===== src/rtl/hls_macc_pkg.sv =====
// Shared types for the hls_macc run controller.
//   run_state_t : sequencer states around one core run
//   res_rec_t   : one result record as stored in the result FIFO
//   MASK_*      : bit positions of each core output in the record mask
package hls_macc_pkg;

  localparam int MACC_DATA_W = 32;

  localparam int MASK_OUT13 = 0;
  localparam int MASK_OUT30 = 1;
  localparam int MASK_OUT31 = 2;
  localparam int MASK_W     = 3;

  typedef enum logic [1:0] {
    ST_IDLE  = 2'd0,
    ST_START = 2'd1,
    ST_WAIT  = 2'd2,
    ST_PUSH  = 2'd3
  } run_state_t;

  typedef struct packed {
    logic [MACC_DATA_W-1:0] out13;
    logic [MACC_DATA_W-1:0] out30;
    logic [MACC_DATA_W-1:0] out31;
    logic [MASK_W-1:0]      mask;
    logic                   timeout;
  } res_rec_t;

endpackage


===== src/rtl/hls_macc_run_ctrl_if.sv =====
// Bundle of the hls_macc core's ap_ctrl_hs handshake and ap_vld data ports.
//   master : run controller side (drives ap_start and the out30_i feedback)
//   slave  : core side (drives ready/done/idle and the vld-qualified results)
interface hls_macc_run_ctrl_if #(
  parameter int DATA_W = 32
);

  logic              ap_start;
  logic              ap_ready;
  logic              ap_done;
  logic              ap_idle;
  logic [DATA_W-1:0] out13;
  logic              out13_vld;
  logic [DATA_W-1:0] out30_o;
  logic              out30_vld;
  logic [DATA_W-1:0] out31;
  logic              out31_vld;
  logic [DATA_W-1:0] out30_i;

  modport master (
    output ap_start, out30_i,
    input  ap_ready, ap_done, ap_idle,
    input  out13, out13_vld, out30_o, out30_vld, out31, out31_vld
  );

  modport slave (
    input  ap_start, out30_i,
    output ap_ready, ap_done, ap_idle,
    output out13, out13_vld, out30_o, out30_vld, out31, out31_vld
  );

endinterface


===== src/rtl/hls_macc_res_fifo.sv =====
// Synchronous FIFO of result records.
//   clk, srst      : clock, synchronous active-high reset
//   push, push_rec : write one record (ignored when full)
//   pop            : drop the head record (ignored when empty)
//   head_rec       : current head, combinational read
//   valid          : FIFO holds at least one record
//   level          : number of records held
module hls_macc_res_fifo
  import hls_macc_pkg::*;
#(
  parameter int DEPTH = 4
) (
  input  logic                   clk,
  input  logic                   srst,
  input  logic                   push,
  input  res_rec_t               push_rec,
  input  logic                   pop,
  output res_rec_t               head_rec,
  output logic                   valid,
  output logic [$clog2(DEPTH):0] level
);

  localparam int PTR_W = $clog2(DEPTH);
  localparam int LVL_W = PTR_W + 1;

  res_rec_t             mem [DEPTH];
  logic [PTR_W-1:0]     wr_ptr_reg;
  logic [PTR_W-1:0]     rd_ptr_reg;
  logic [LVL_W-1:0]     level_reg;
  logic                 do_push;
  logic                 do_pop;

  assign valid   = (level_reg != '0);
  assign do_pop  = pop && valid;
  assign do_push = push && (level_reg != LVL_W'(DEPTH));

  // Storage is not reset; the head is only meaningful while valid is high.
  always_ff @(posedge clk) begin
    if (do_push) begin
      mem[wr_ptr_reg] <= push_rec;
    end
  end

  // DEPTH is a power of two, so the pointers wrap naturally.
  always_ff @(posedge clk) begin
    if (srst) begin
      wr_ptr_reg <= '0;
      rd_ptr_reg <= '0;
      level_reg  <= '0;
    end else begin
      if (do_push) wr_ptr_reg <= wr_ptr_reg + 1'b1;
      if (do_pop)  rd_ptr_reg <= rd_ptr_reg + 1'b1;
      case ({do_push, do_pop})
        2'b10:   level_reg <= level_reg + 1'b1;
        2'b01:   level_reg <= level_reg - 1'b1;
        default: level_reg <= level_reg;
      endcase
    end
  end

  assign head_rec = mem[rd_ptr_reg];
  assign level    = level_reg;

endmodule


===== src/rtl/hls_macc_run_ctrl.sv =====
// Run sequencer and result capture around the hls_macc core.
//   ap_clk, ap_rst : clock, synchronous active-high reset (same net as the core's ap_rst)
//   req_valid/req_ready : one run request per handshake
//   acc_clear      : reload the out30 feedback register with ACC_INIT while idle
//   core           : core handshake and data ports (master side)
//   res_*          : head record of the result FIFO, popped with res_valid && res_ready
//   fifo_level     : records held in the result FIFO
//   busy           : a run is in progress
module hls_macc_run_ctrl
  import hls_macc_pkg::*;
#(
  parameter int                DATA_W      = MACC_DATA_W,
  parameter int                FIFO_DEPTH  = 4,
  parameter logic [DATA_W-1:0] ACC_INIT    = '0,
  parameter int                TIMEOUT_CYC = 256
) (
  input  logic                        ap_clk,
  input  logic                        ap_rst,
  input  logic                        req_valid,
  output logic                        req_ready,
  input  logic                        acc_clear,
  hls_macc_run_ctrl_if.master         core,
  output logic                        res_valid,
  input  logic                        res_ready,
  output logic [DATA_W-1:0]           res_out13,
  output logic [DATA_W-1:0]           res_out30,
  output logic [DATA_W-1:0]           res_out31,
  output logic [2:0]                  res_mask,
  output logic                        res_timeout,
  output logic [$clog2(FIFO_DEPTH):0] fifo_level,
  output logic                        busy
);

  localparam int LVL_W = $clog2(FIFO_DEPTH) + 1;
  localparam int WD_W  = (TIMEOUT_CYC > 1) ? $clog2(TIMEOUT_CYC) : 1;

  run_state_t        state_reg, state_next;
  logic [WD_W-1:0]   wd_cnt_reg;
  logic              timeout_reg;
  logic [DATA_W-1:0] acc_reg;

  logic              in_run;
  logic              accept;
  logic              push;
  logic              timeout_set;
  logic              wd_expired;
  logic              fifo_space;

  logic [MASK_W-1:0] cap_vld;
  logic [DATA_W-1:0] cap_din  [MASK_W];
  logic [DATA_W-1:0] cap_data [MASK_W];
  logic [MASK_W-1:0] mask_vec;

  res_rec_t          push_rec;
  res_rec_t          head_rec;

  assign in_run     = (state_reg == ST_START) || (state_reg == ST_WAIT);
  assign fifo_space = (fifo_level < LVL_W'(FIFO_DEPTH));
  // Counter value k-1 during the k-th run cycle, so expiry lands on cycle TIMEOUT_CYC.
  assign wd_expired = (TIMEOUT_CYC != 0) && (wd_cnt_reg == WD_W'(TIMEOUT_CYC - 1));

  always_ff @(posedge ap_clk) begin
    if (ap_rst) begin
      state_reg <= ST_IDLE;
    end else begin
      state_reg <= state_next;
    end
  end

  always_comb begin
    state_next    = state_reg;
    req_ready     = 1'b0;
    core.ap_start = 1'b0;
    accept        = 1'b0;
    push          = 1'b0;
    timeout_set   = 1'b0;
    case (state_reg)
      ST_IDLE: begin
        // acc_clear wins over a request in the same cycle by withholding ready.
        req_ready = !ap_rst && !acc_clear && fifo_space;
        if (req_valid && req_ready) begin
          accept     = 1'b1;
          state_next = ST_START;
        end
      end
      ST_START: begin
        core.ap_start = 1'b1;
        if (core.ap_ready && core.ap_done) begin
          state_next = ST_PUSH;
        end else if (wd_expired) begin
          timeout_set = 1'b1;
          state_next  = ST_PUSH;
        end else if (core.ap_ready) begin
          state_next = ST_WAIT;
        end
      end
      ST_WAIT: begin
        if (core.ap_done) begin
          state_next = ST_PUSH;
        end else if (wd_expired) begin
          timeout_set = 1'b1;
          state_next  = ST_PUSH;
        end
      end
      ST_PUSH: begin
        push       = 1'b1;
        state_next = ST_IDLE;
      end
      default: state_next = ST_IDLE;
    endcase
  end

  // Watchdog, timeout flag and out30 feedback register.
  always_ff @(posedge ap_clk) begin
    if (ap_rst) begin
      wd_cnt_reg  <= '0;
      timeout_reg <= 1'b0;
      acc_reg     <= ACC_INIT;
    end else begin
      if (accept) begin
        wd_cnt_reg  <= '0;
        timeout_reg <= 1'b0;
      end else if (in_run) begin
        wd_cnt_reg <= wd_cnt_reg + 1'b1;
      end
      if (timeout_set) begin
        timeout_reg <= 1'b1;
      end
      if ((state_reg == ST_IDLE) && acc_clear) begin
        acc_reg <= ACC_INIT;
      end else if (in_run && core.out30_vld) begin
        acc_reg <= core.out30_o;
      end
    end
  end

  assign core.out30_i = acc_reg;

  assign cap_vld[MASK_OUT13] = core.out13_vld;
  assign cap_vld[MASK_OUT30] = core.out30_vld;
  assign cap_vld[MASK_OUT31] = core.out31_vld;
  assign cap_din[MASK_OUT13] = core.out13;
  assign cap_din[MASK_OUT30] = core.out30_o;
  assign cap_din[MASK_OUT31] = core.out31;

  // One capture register plus mask bit per core output; the last strobe in a run wins.
  for (genvar gi = 0; gi < MASK_W; gi++) begin : g_cap
    logic [DATA_W-1:0] data_reg;
    logic              hit_reg;

    always_ff @(posedge ap_clk) begin
      if (ap_rst) begin
        data_reg <= '0;
        hit_reg  <= 1'b0;
      end else if (accept) begin
        data_reg <= '0;
        hit_reg  <= 1'b0;
      end else if (in_run && cap_vld[gi]) begin
        data_reg <= cap_din[gi];
        hit_reg  <= 1'b1;
      end
    end

    assign cap_data[gi] = data_reg;
    assign mask_vec[gi] = hit_reg;
  end

  always_comb begin
    push_rec         = '0;
    push_rec.out13   = MACC_DATA_W'(cap_data[MASK_OUT13]);
    push_rec.out30   = MACC_DATA_W'(cap_data[MASK_OUT30]);
    push_rec.out31   = MACC_DATA_W'(cap_data[MASK_OUT31]);
    push_rec.mask    = mask_vec;
    push_rec.timeout = timeout_reg;
  end

  hls_macc_res_fifo #(
    .DEPTH (FIFO_DEPTH)
  ) u_res_fifo (
    .clk      (ap_clk),
    .srst     (ap_rst),
    .push     (push),
    .push_rec (push_rec),
    .pop      (res_ready),
    .head_rec (head_rec),
    .valid    (res_valid),
    .level    (fifo_level)
  );

  // Head fields read as zero while empty so the port is clean after reset.
  assign res_out13   = res_valid ? DATA_W'(head_rec.out13) : '0;
  assign res_out30   = res_valid ? DATA_W'(head_rec.out30) : '0;
  assign res_out31   = res_valid ? DATA_W'(head_rec.out31) : '0;
  assign res_mask    = res_valid ? head_rec.mask : '0;
  assign res_timeout = res_valid && head_rec.timeout;
  assign busy        = (state_reg != ST_IDLE);

endmodule

===== src/flat_wrapper.sv =====
// flat-port wrapper written by rule: the top's interface ports become plain ports
module hls_macc_run_ctrl_flat import hls_macc_pkg::*;
#(
  parameter int                DATA_W      = MACC_DATA_W,
  parameter int                FIFO_DEPTH  = 4,
  parameter logic [DATA_W-1:0] ACC_INIT    = '0,
  parameter int                TIMEOUT_CYC = 256
)
  (ap_clk, ap_rst, req_valid, req_ready, acc_clear, res_valid, res_ready, res_out13, res_out30, res_out31, res_mask, res_timeout, fifo_level, busy, core_ap_start, core_out30_i, core_ap_ready, core_ap_done, core_ap_idle, core_out13, core_out13_vld, core_out30_o, core_out30_vld, core_out31, core_out31_vld);
  hls_macc_run_ctrl_if #(.DATA_W(DATA_W)) core_i ();
  input  logic ap_clk;
  input  logic ap_rst;
  input  logic req_valid;
  output logic req_ready;
  input  logic acc_clear;
  output logic res_valid;
  input  logic res_ready;
  output logic [DATA_W-1:0] res_out13;
  output logic [DATA_W-1:0] res_out30;
  output logic [DATA_W-1:0] res_out31;
  output logic [2:0] res_mask;
  output logic res_timeout;
  output logic [$clog2(FIFO_DEPTH):0] fifo_level;
  output logic busy;
  output wire logic [$bits(core_i.ap_start)-1:0] core_ap_start;
  output wire logic [$bits(core_i.out30_i)-1:0] core_out30_i;
  input wire logic [$bits(core_i.ap_ready)-1:0] core_ap_ready;
  input wire logic [$bits(core_i.ap_done)-1:0] core_ap_done;
  input wire logic [$bits(core_i.ap_idle)-1:0] core_ap_idle;
  input wire logic [$bits(core_i.out13)-1:0] core_out13;
  input wire logic [$bits(core_i.out13_vld)-1:0] core_out13_vld;
  input wire logic [$bits(core_i.out30_o)-1:0] core_out30_o;
  input wire logic [$bits(core_i.out30_vld)-1:0] core_out30_vld;
  input wire logic [$bits(core_i.out31)-1:0] core_out31;
  input wire logic [$bits(core_i.out31_vld)-1:0] core_out31_vld;
  assign core_ap_start = core_i.ap_start;
  assign core_out30_i = core_i.out30_i;
  assign core_i.ap_ready = core_ap_ready;
  assign core_i.ap_done = core_ap_done;
  assign core_i.ap_idle = core_ap_idle;
  assign core_i.out13 = core_out13;
  assign core_i.out13_vld = core_out13_vld;
  assign core_i.out30_o = core_out30_o;
  assign core_i.out30_vld = core_out30_vld;
  assign core_i.out31 = core_out31;
  assign core_i.out31_vld = core_out31_vld;
  hls_macc_run_ctrl #(.DATA_W(DATA_W), .FIFO_DEPTH(FIFO_DEPTH), .ACC_INIT(ACC_INIT), .TIMEOUT_CYC(TIMEOUT_CYC)) u_core (.ap_clk(ap_clk), .ap_rst(ap_rst), .req_valid(req_valid), .req_ready(req_ready), .acc_clear(acc_clear), .core(core_i), .res_valid(res_valid), .res_ready(res_ready), .res_out13(res_out13), .res_out30(res_out30), .res_out31(res_out31), .res_mask(res_mask), .res_timeout(res_timeout), .fifo_level(fifo_level), .busy(busy));
endmodule

===== config.mk =====
export PLATFORM = sky130hd
export DESIGN_NAME = hls_macc_run_ctrl_flat
export DESIGN_NICKNAME = d
export VERILOG_FILES = /design/src/rtl/hls_macc_pkg.sv /design/src/rtl/hls_macc_run_ctrl_if.sv /design/src/rtl/hls_macc_res_fifo.sv /design/src/rtl/hls_macc_run_ctrl.sv /design/src/flat_wrapper.sv
export SDC_FILE = /design/constraint.sdc
export NUM_CORES = 1
export LEC_CHECK = 0
export CORE_UTILIZATION = 39
export DETAILED_ROUTE_END_ITERATION = 10
export GPL_ROUTABILITY_DRIVEN = 0
export PLACE_DENSITY = 0.64
export RECOVER_POWER = 50
export SYNTH_ARGS = -nofsm -noshare
export SYNTH_HDL_FRONTEND = slang
export SYNTH_SLANG_ARGS = --single-unit

===== constraint.sdc =====
create_clock -name ap_clk -period 5.29 [get_ports ap_clk]
set_clock_uncertainty 0.05 [all_clocks]
set_input_delay 0.529 -clock ap_clk [delete_from_list [all_inputs] [get_ports ap_clk]]
set_output_delay 0.529 -clock ap_clk [all_outputs]
set_load 0.01 [all_outputs]

Word level (Yosys, flattened, before mapping)
Memory sizes are Yosys's and may differ from the RTL's. A register that Yosys moved wholly into a read port is not among the register bits.
Cells that the tools add are included.
- add/subtract/negate cells: 5
- multipliers: 0
- div/mod/pow operators: 0
- order comparisons: 1
- eq/ne operators: 10
- shifts and indexed selects: 0
- muxes and demuxes: 27
- bitwise logic cells: 0
- reduce and logical (&&, ||, !) cells: 22
- operators with widths (operator ; number):
    32-bit 2-to-1 mux ; 3
    2-bit 2-to-1 mux ; 8
    1-bit 2-to-1 mux ; 12
    1-bit logical AND ; 11
    8-bit by 1-bit adder with 8-bit output, second input constant ; 1
    8-bit == test, second input constant ; 1
    2-bit case mux with 4 select lines ; 1
    2-bit == test, second input constant ; 3
    3-bit case mux with 2 select lines ; 1
    2-bit nonzero test ; 3
    2-bit by 1-bit adder with 2-bit output, second input constant ; 2
    2-bit by 1-bit == test with 1-bit output, second input constant ; 2
    4-bit by 3-bit != test with 1-bit output, second input constant ; 1
    2-bit OR reduction ; 2
    3-bit by 1-bit adder with 3-bit output, second input constant ; 1
    3-bit less-than comparator, second input constant ; 1
    3-bit 2-to-1 mux ; 1
    3-bit by 2-bit != test with 1-bit output, second input constant ; 1
    3-bit != test, second input constant ; 1
    3-bit AND reduction ; 1
    3-bit nonzero test ; 1
    3-bit by 1-bit subtractor with 3-bit output, second input constant ; 1
    1-bit logical NOT ; 2
    2-bit logical NOT ; 1
    other kinds (3) ; 3
- flip-flop bits (word level): 149
- bits in latches: 0
- RAM bits: 400
- bits in read-only memories: 0
- bits of input ports: 107
- output and inout port bits: 139
- word-level logic and storage cells: 79
- memories: 1
- memories (name ; depth ; width ; rd ports ; clocked after Yosys merged registers in ; write ports ; RTL line ; text):
    u_core.u_res_fifo.mem ; 4 ; 100 ; 1 ; 1 ; 1 ; hls_macc_res_fifo.sv:26 ; res_rec_t mem [DEPTH];

Logic depth before layout (Yosys ltp)
Gate-level depths: netlist (run 1).
- depth in word-level cells: 8
- mapped depth: 10
- depth with buffers taken out: 10

Cells and area by module
From an unflattened synthesis (run 1), not the netlist that was laid out.
- cell total of the unflattened synthesis: 1289
- area total of the unflattened synthesis: 20671.1 sq um
- modules (own cells, without submodules) (module ; times used ; cells each ; area each (sq um) ; sequential area each (sq um)):
    hls_macc_res_fifo ; 1 ; 573 ; 15011.9 ; 12191.7
    hls_macc_run_ctrl ; 1 ; 716 ; 5659.2 ; 2842.7

Least setup slack after synthesis (run 1)
OpenSTA, ideal clock, no wires.
- path type: reg2reg
- start point: reg u_core.u_res_fifo.level_reg[0] (netlist: u_core.u_res_fifo.level[0])
- end point: mem u_core.u_res_fifo.mem[0][0] (netlist bit), enable pin
- library setup time: 0.470 ns
- arrival: 3.304 ns
- required time: 4.770 ns
- path slack: 1.466 ns
- stages on the path, launching flop included: 4
- buffers on the path: 0
- period minus slack after synthesis: 3.824 ns
- cells stage by stage: dfxtp_1 inv_1 a31oi_1 and2_1
- word-level cells in the longest chain between the ends: 4
- ends and longest elaborated chain (what ; RTL line ; text):
    start: declaration ; hls_macc_res_fifo.sv:29 ; logic [LVL_W-1:0] level_reg;
    start signal: assignment ; hls_macc_res_fifo.sv:54 ; 2'b10: level_reg <= level_reg + 1'b1;
    start signal: assignment ; hls_macc_res_fifo.sv:55 ; 2'b01: level_reg <= level_reg - 1'b1;
    start signal: assignment ; hls_macc_res_fifo.sv:56 ; default: level_reg <= level_reg;
    3-bit != test ; hls_macc_res_fifo.sv:35 ; assign do_push = push && (level_reg != LVL_W'(DEPTH));
    1-bit logical AND ; hls_macc_res_fifo.sv:35 ;
    1-bit 2-to-1 mux ; hls_macc_res_fifo.sv:39 ; if (do_push) begin
    1-bit 2-to-1 mux (implied by the code) ; hls_macc_res_fifo.sv:40 ; mem[wr_ptr_reg] <= push_rec;
    end: declaration ; hls_macc_res_fifo.sv:26 ;
Every way passes these cells.

Final worst setup path (run 1)
- start point: reg u_core.state_reg[1]
- end point: mem u_core.u_res_fifo.mem[2][85] (netlist bit), enable pin
- word-level cells in the longest chain between the ends: 5
- ends and longest elaborated chain (what ; RTL line ; text):
    start: declaration ; hls_macc_run_ctrl.sv:37 ; run_state_t state_reg, state_next;
    start signal: assignment ; hls_macc_run_ctrl.sv:66 ; state_reg <= state_next;
    2-bit == test ; hls_macc_run_ctrl.sv:77 ; case (state_reg)
    1-bit 2-to-1 mux ; hls_macc_run_ctrl.sv:77 ;
    1-bit logical AND ; hls_macc_res_fifo.sv:35 ;
    1-bit 2-to-1 mux ; hls_macc_res_fifo.sv:39 ;
    1-bit 2-to-1 mux (implied by the code) ; hls_macc_res_fifo.sv:40 ;
Every way passes these cells.

==> summary.md, run 1 <==
| Metric | Value |
|---|---|
| Least-Margin Pin Slew | 2870 ps |
| Internal power | 0.00753 W |
| CTS Buffer Depth | 3 |
| Critical Path AT | 4190 ps |
| Post-CTS Setup Inserts | 0 |
| Hold_ws | 401 ps |
| Critical path fanouts, max | 57 |
| Die area | 0.0534 mm² |
| Syn Nets | 1406 |
| Mapped Area | 0.0205 mm² |
| Ranking of synthesized cells by area | edfxtp_1, dfxtp_1, mux4_2, nand2_1, and2_1 |
| Horiz. Die Dim | 231 µm |
| Post-route ant nets | 0 |
| Die Y | 231 µm |
| GRT Overall Usage | 16.8% |
| Post-CTS sizing | 0 |
| Final min period | 4010 ps |
| Post-DP HPWL | 24800 µm |
| Fin worst setup slack | 1280 ps |
| Row count | 83 |
| Register area share after synthesis | 73.4% |
| TritonRoute pass-1 iters | 5 |
| Area share of the largest cell type after synthesis | 58.6% |
| Gr ovfl total | 0 |
| Cell depth of the worst hold path | 2 |
| Clock Sinks | 551 |
| PwrDens | 391 mW/mm² |
| Input/output buffers | 244 |
| Area grow syn2layout | 24.3% |
| Metal-1 WL | 19000 µm |
| Worst flop-to-flop path startpoint | u_core.state_reg[1] |
| Crit path capture type | register |
| Reg2reg path depth | 5 |
| Total Wirelength | 44700 µm |
| Hold Crit Class | register to register |
| Max-slew headroom | -91.1% |
| Wire per inst | 19.8 µm |
| Startpoint types | register |
| Top FF cell, synth | edfxtp_1 |
| CTS Buf Count | 56 |
| Switch share | 24.4% |
| Setup TNS | 0 ps |
| Fin. Hold Viols | 0 |
| Number of synthesized flops with an enable pin | 400 |
| Reg clk slew, reported paths | 60 ps |
| Worst Setup SP | u_core.state_reg[1] |
| Max Clk Rate | 250 MHz |
| Comb pwr share | 11.1% |
| Initial core utilization | 39.7% |
| Gate Count Post-Synth | 1287 |
| Async S/R FF share, synth | 0% |
| Final worst path period share | 75.7% |
| Tot Pwr | 0.00996 W |
| Max_cap viols | 4 |
| Synthesis warning total | 0 |
| Yosys top cell by area | edfxtp_1 |
| Switching power | 0.00243 W |
| DRC | 0 |
| Max FFs per register | 400 |
| DR top layer | met5 |
| Layout Nets | 1650 |
| Most common cell in the netlist | edfxtp_1 |
| Io pins | 246 |
| Final core occ | 49.3% |
| Failing checks | capacitance limit, slew limit |
| Netlist cell types | 34 |
| H-tree Lvls | 2 |
| Status | finished with violations |
| Storage element area | 0.0150 mm² |
| Leakage | 8.20 nW |
| Layout cells sized above 1 | 13.4% |
| Initial antenna violation count | 3 |
| Synthesized flop and latch total | 551 |
| HP Start | u_core.core.out30_i[12] |
| Final-report setup violation count | 0 |
| Vias in the first global route | 11849 |
| Vias | 11286 |
| WL met3 | 2630 µm |
| Required time of the critical path | 5470 ps |
| Insertion delay to the later sink of the worst-skew pair | 600 ps |
| Core Region | 0.0516 mm² |
| Vias per cell | 5.00 |
| Drt initial violations | 579 |
| Global-route wire length before repair | 68400 µm |
| CTS tree | done |
| Clk root buf | clkbuf_16 |
| Clock share of power | 38.4% |
| DR WL met2 | 22000 µm |
| Syn Area/Cell | 15.9 µm² |
| Worst vdd ir | 0.247 mV |
| Slew Viols, Final | 179 |
| Worst slack after detailed placement | 2010 ps |
| Post-CTS Hold Fix Bufs | 0 |
| Setup CP Type | register to register |
| Multi-input combinational cell area | 0.00505 mm² |
| Sequential share of power | 50.6% |
| Unrepaired setup endpoints after global routing | false |
| Synth top cells by count | edfxtp_1, nand2_1, dfxtp_1 |
| Largest net degree at the start of global routing | 75 |
| Fill cell count | 4408 |
cell families (layout without fill, tap and decap cells):
logic type / after synthesis / in the layout / share of synthesized area, %
other: 0 / 1 / 0
xor gates and xnor gates: 12 / 12 / 0.513
adders and majority gates: 12 / 12 / 0.770
muxes: 102 / 102 / 11.1
AOI/OAI and AO/OA: 144 / 144 / 3.82
buffers and inverters: 86 / 377 / 1.97
and+or+nand+nor: 380 / 380 / 8.45
DFF: 551 / 551 / 73.4
layer usage:
layer,GRT usage [%],vias up
li1,-,5237
met1,21.3,5714
met2,28.7,260
met3,4.13,73
met4,4.74,2
met5,0,-
cells in the final DEF, fill, tap and decap left out, types with 2 or more instances in the layout:
master           count
mux4_2             100
buf_12               8
nand2_1            230
dfxtp_1            149
inv_6                2
or3_1                2
nand4_1              4
dlygate4sd3_1       36
and2_0               2
inv_1               12
clkinv_2            11
clkdlybuf4s50_1    208
xnor2_1              6
clkinvlp_4           2
clkinv_1             8
nand3_1              3
buf_4                7
o21ai_0              3
bufinv_16            3
mux2i_1              2
clkbuf_16           56
clkbuf_1            15
ha_1                11
xor2_1               6
and2_1             104
and2_4               2
a21oi_1            126
a21oi_2              7
clkbuf_8             7
nor3_1               2
edfxtp_1           400
a21o_1               2
dfxtp_4              2
nor2_1              26
nand2b_1             2
metrics by stage:
stage / area, µm² / instances
floorplan: 20500 / 1287
global placement: 23700 / 2153
detailed placement: 23700 / 2153
CTS: 25500 / 2258
global route: 25500 / 2259
finish: 25500 / 2259
cell type report:
cell class              count  share of cell area, %
clock buffers              77                   6.09
flip-flops and latches    551                   59.1
inverters                  12                  0.177
diodes                      1                0.00983
multi-input cells         650                   19.8
well taps                 680                   3.34
repair buffers            260                   10.4
clock inverters            28                   1.01
power groups by stage:
stage / clock [W] / sequential (W) / combinational (W)
global route: 0.00408 / 0.00507 / 0.00122
CTS: 0.00393 / 0.00504 / 0.00114
global placement: 0 / 0.00511 / 0.00113
floorplan: 0 / 0.00509 / 0.000644
detailed placement: 0 / 0.00513 / 0.00114
finish: 0.00382 / 0.00504 / 0.00110
worst max-delay path, cell delays in order, from the launching register on:
cell and delay (ps):
dfxtp_1 390, ha_1 180, inv_1 40, a31oi_1 500
and2_1 1990, buf_12 430
final timing paths:
check | slack [ps] | end
max | 1280 | u_core.u_res_fifo.mem[2][85]
min | 400 | u_core.core.out30_i[12]
max reg2reg | 1280 | u_core.u_res_fifo.mem[2][85]
min reg2reg | 400 | u_core.core.out30_i[12]
(Power assumes the default switching activity.)
==> run 2, diff against run 1 <==
==> constraint.sdc (replaced) <==
create_clock -name ap_clk -period 3.8 [get_ports ap_clk]
set_clock_uncertainty 0.05 [all_clocks]
set_input_delay 0.38 -clock ap_clk [delete_from_list [all_inputs] [get_ports ap_clk]]
set_output_delay 0.38 -clock ap_clk [all_outputs]
set_load 0.01 [all_outputs]
==> run 2 against run 1 <==
Hold slack worse by 140 ps. First-iteration DRC count is 8.3% higher. The flow still finishes with violations (capacitance limit, slew limit). Wire length is 0.65% lower. Sequential cell count stayed put.
==> summary.md, run 2 (synthesis gave the netlist of run 1 again) <==
| Metric | Value |
|---|---|
| Storage element area | 0.0150 mm² (unchanged) |
| Core Region | 0.0516 mm² (unchanged) |
| Fill cell count | 4359 (was 4408) |
| CP top delay family | simple AND/OR/NAND/NOR gates (unchanged) |
| Initial antenna violation count | 2 (was 3) |
| Slew Viols, Final | 129 (was 179) |
| GRT Overall Usage | 16.8% (about the same) |
| Final-report setup violation count | 0 (unchanged) |
| Layout Nets | 1660 (was 1650) |
| Multi-input combinational cell area | 0.00506 mm² (was 0.00505 mm²) |
| Critical Path AT | 3550 ps (was 4190 ps) |
| Required time of the critical path | 4020 ps (was 5470 ps) |
| Total Wirelength | 44400 µm (was 44700 µm) |
| Horiz. Die Dim | 231 µm (unchanged) |
| Post-CTS sizing | 0 (unchanged) |
| Critical Path Stages | 6 (was 5) |
| Clk root buf | clkbuf_16 (unchanged) |
| Commonest cells after routing, fill and taps aside | edfxtp_1, nand2_1, clkdlybuf4s50_1, dfxtp_1, a21oi_1 (unchanged) |
| Reg clk slew, reported paths | 60 ps (about the same) |
| CTS Buffer Depth | 3 (unchanged) |
| Unrepaired setup endpoints after global routing | false (unchanged) |
| Setup TNS | 0 ps (unchanged) |
| CTS Buf Count | 54 (was 56) |
| Post-route ant nets | 0 (unchanged) |
| Fin worst setup slack | 472 ps (was 1280 ps) |
| Hold Crit Class | primary input to register (was register to register) |
| Cell depth of the worst hold path | 3 (was 2) |
| Status | finished with violations (unchanged) |
| Met3 Resource Use GR | 4.02% (was 4.13%) |
| DRC | 0 (unchanged) |
| Global-route wire length before repair | 67900 µm (was 68400 µm) |
| Max Clk Rate | 301 MHz (was 250 MHz) |
| Final min period | 3330 ps (was 4010 ps) |
| H-tree Lvls | 2 (unchanged) |
| Initial core utilization | 39.7% (unchanged) |
| Reg2reg path depth | 6 (was 5) |
| Post-CTS Hold Fix Bufs | 0 (unchanged) |
| Post-CTS Setup Inserts | 0 (unchanged) |
| Failing checks | capacitance limit, slew limit (unchanged) |
| Layout cells sized above 1 | 14.6% (was 13.4%) |
| Most common cell after layout, fill and taps aside | edfxtp_1 (unchanged) |
| Global-route track usage on met1 | 21.4% (was 21.3%) |
| Die Y | 231 µm (unchanged) |
| Vias per cell | 4.98 (was 5.00) |
| Input/output buffers | 244 (unchanged) |
| Max_cap viols | 3 (was 4) |
| Max-slew headroom | -31.3% (was -91.1%) |
| Critical path's largest stage delay | 1520 ps (was 1990 ps) |
| CTS tree | done (unchanged) |
| Area grow syn2layout | 24.8% (was 24.3%) |
| Slowest-stage cell, CP | and2_1 (unchanged) |
| GR peak layer | met2 (unchanged) |
| Least-Margin Pin Slew | 1970 ps (was 2870 ps) |
| Setup CP Type | register to register (unchanged) |
| Worst slack after detailed placement | 1120 ps (was 2010 ps) |
| Final worst path period share | 87.6% (was 75.7%) |
| TritonRoute pass-1 iters | 5 (unchanged) |
| WP buf/inv | 3 (was 2) |
| Vias in the first global route | 11905 (was 11849) |
| Max FFs per register | 400 (unchanged) |
| Row count | 83 (unchanged) |
| Fin. Hold Viols | 0 (unchanged) |
| Startpoint types | register (unchanged) |
| Worst vdd ir | 0.366 mV (was 0.247 mV) |
| Leakage | 8.26 nW (was 8.20 nW) |
| Met2 Use GR | 28.7% (about the same) |
| Io pins | 246 (unchanged) |
| Crit path capture type | register (unchanged) |
| Drt initial violations | 627 (was 579) |
| Gr ovfl total | 0 (unchanged) |
| Largest net degree at the start of global routing | 65 (was 75) |
| Crit-path cells | ha_1, inv_1, a31oi_1, clkbuf_1, and2_1, buf_12 (was ha_1, inv_1, a31oi_1, and2_1, buf_12) |
| PwrDens | 540 mW/mm² (was 391 mW/mm²) |
| Wire per inst | 19.6 µm (was 19.8 µm) |
| Die area | 0.0534 mm² (unchanged) |
| Insertion delay to the later sink of the worst-skew pair | 600 ps (about the same) |
| Post-DP HPWL | 26000 µm (was 24800 µm) |
| Vias | 11305 (was 11286) |
| Clock Sinks | 551 (unchanged) |
| Critical path fanouts, max | 34 (was 57) |
## run 2: area by class of cell
cell class                 instances  share of cell area, %
antenna                            1                0.00979
clock inverter                    27                  0.959
tap                              680                   3.33
inverter                          12                  0.176
timing repair buffer             272                   10.9
sequential                       551                   58.8
multi-input combinational        650                   19.8
clock buffer                      75                   6.00
## run 2: tightest hold or removal path, stage by stage
cell and delay [ps]:
clkdlybuf4s50_1 390, nand2_1 50, a21oi_1 50
## run 2: through the flow
step,total power (W),std cells,utilization [%],area [µm²],hold slack [ps]
finish,0.0138,2268,49.5,25600,265
global route,0.0143,2267,49.5,25600,259
CTS,0.0140,2267,49.6,25600,224
detailed placement,0.00872,2165,46.2,23800,399
global placement,0.00867,2165,46.2,23800,393
floorplan,0.00798,1287,-,20500,410
## run 2: report_power, final
group,internal [W],switching (W),total [W]
clock,0.00299,0.00225,0.00524
combinational,0.000619,0.000925,0.00154
sequential,0.00680,0.000210,0.00701
total,0.0104,0.00339,0.0138
## run 2: worst paths after layout
path                                        to                     from  slack (ps)
setup / recovery  u_core.u_res_fifo.mem[2][42]      u_core.state_reg[0]         470
hold reg to reg        u_core.core.out30_i[17]  u_core.core.out30_i[17]         400
hold / removal    u_core.g_cap[2].data_reg[12]           core_out31[12]         270
setup reg to reg  u_core.u_res_fifo.mem[2][42]      u_core.state_reg[0]         470
## run 2: layer usage
layer,routed length (µm),up-vias
met3,2590,68
met4,772,2
li1,-,5252
met5,13,-
met2,21900,273
met1,19100,5710
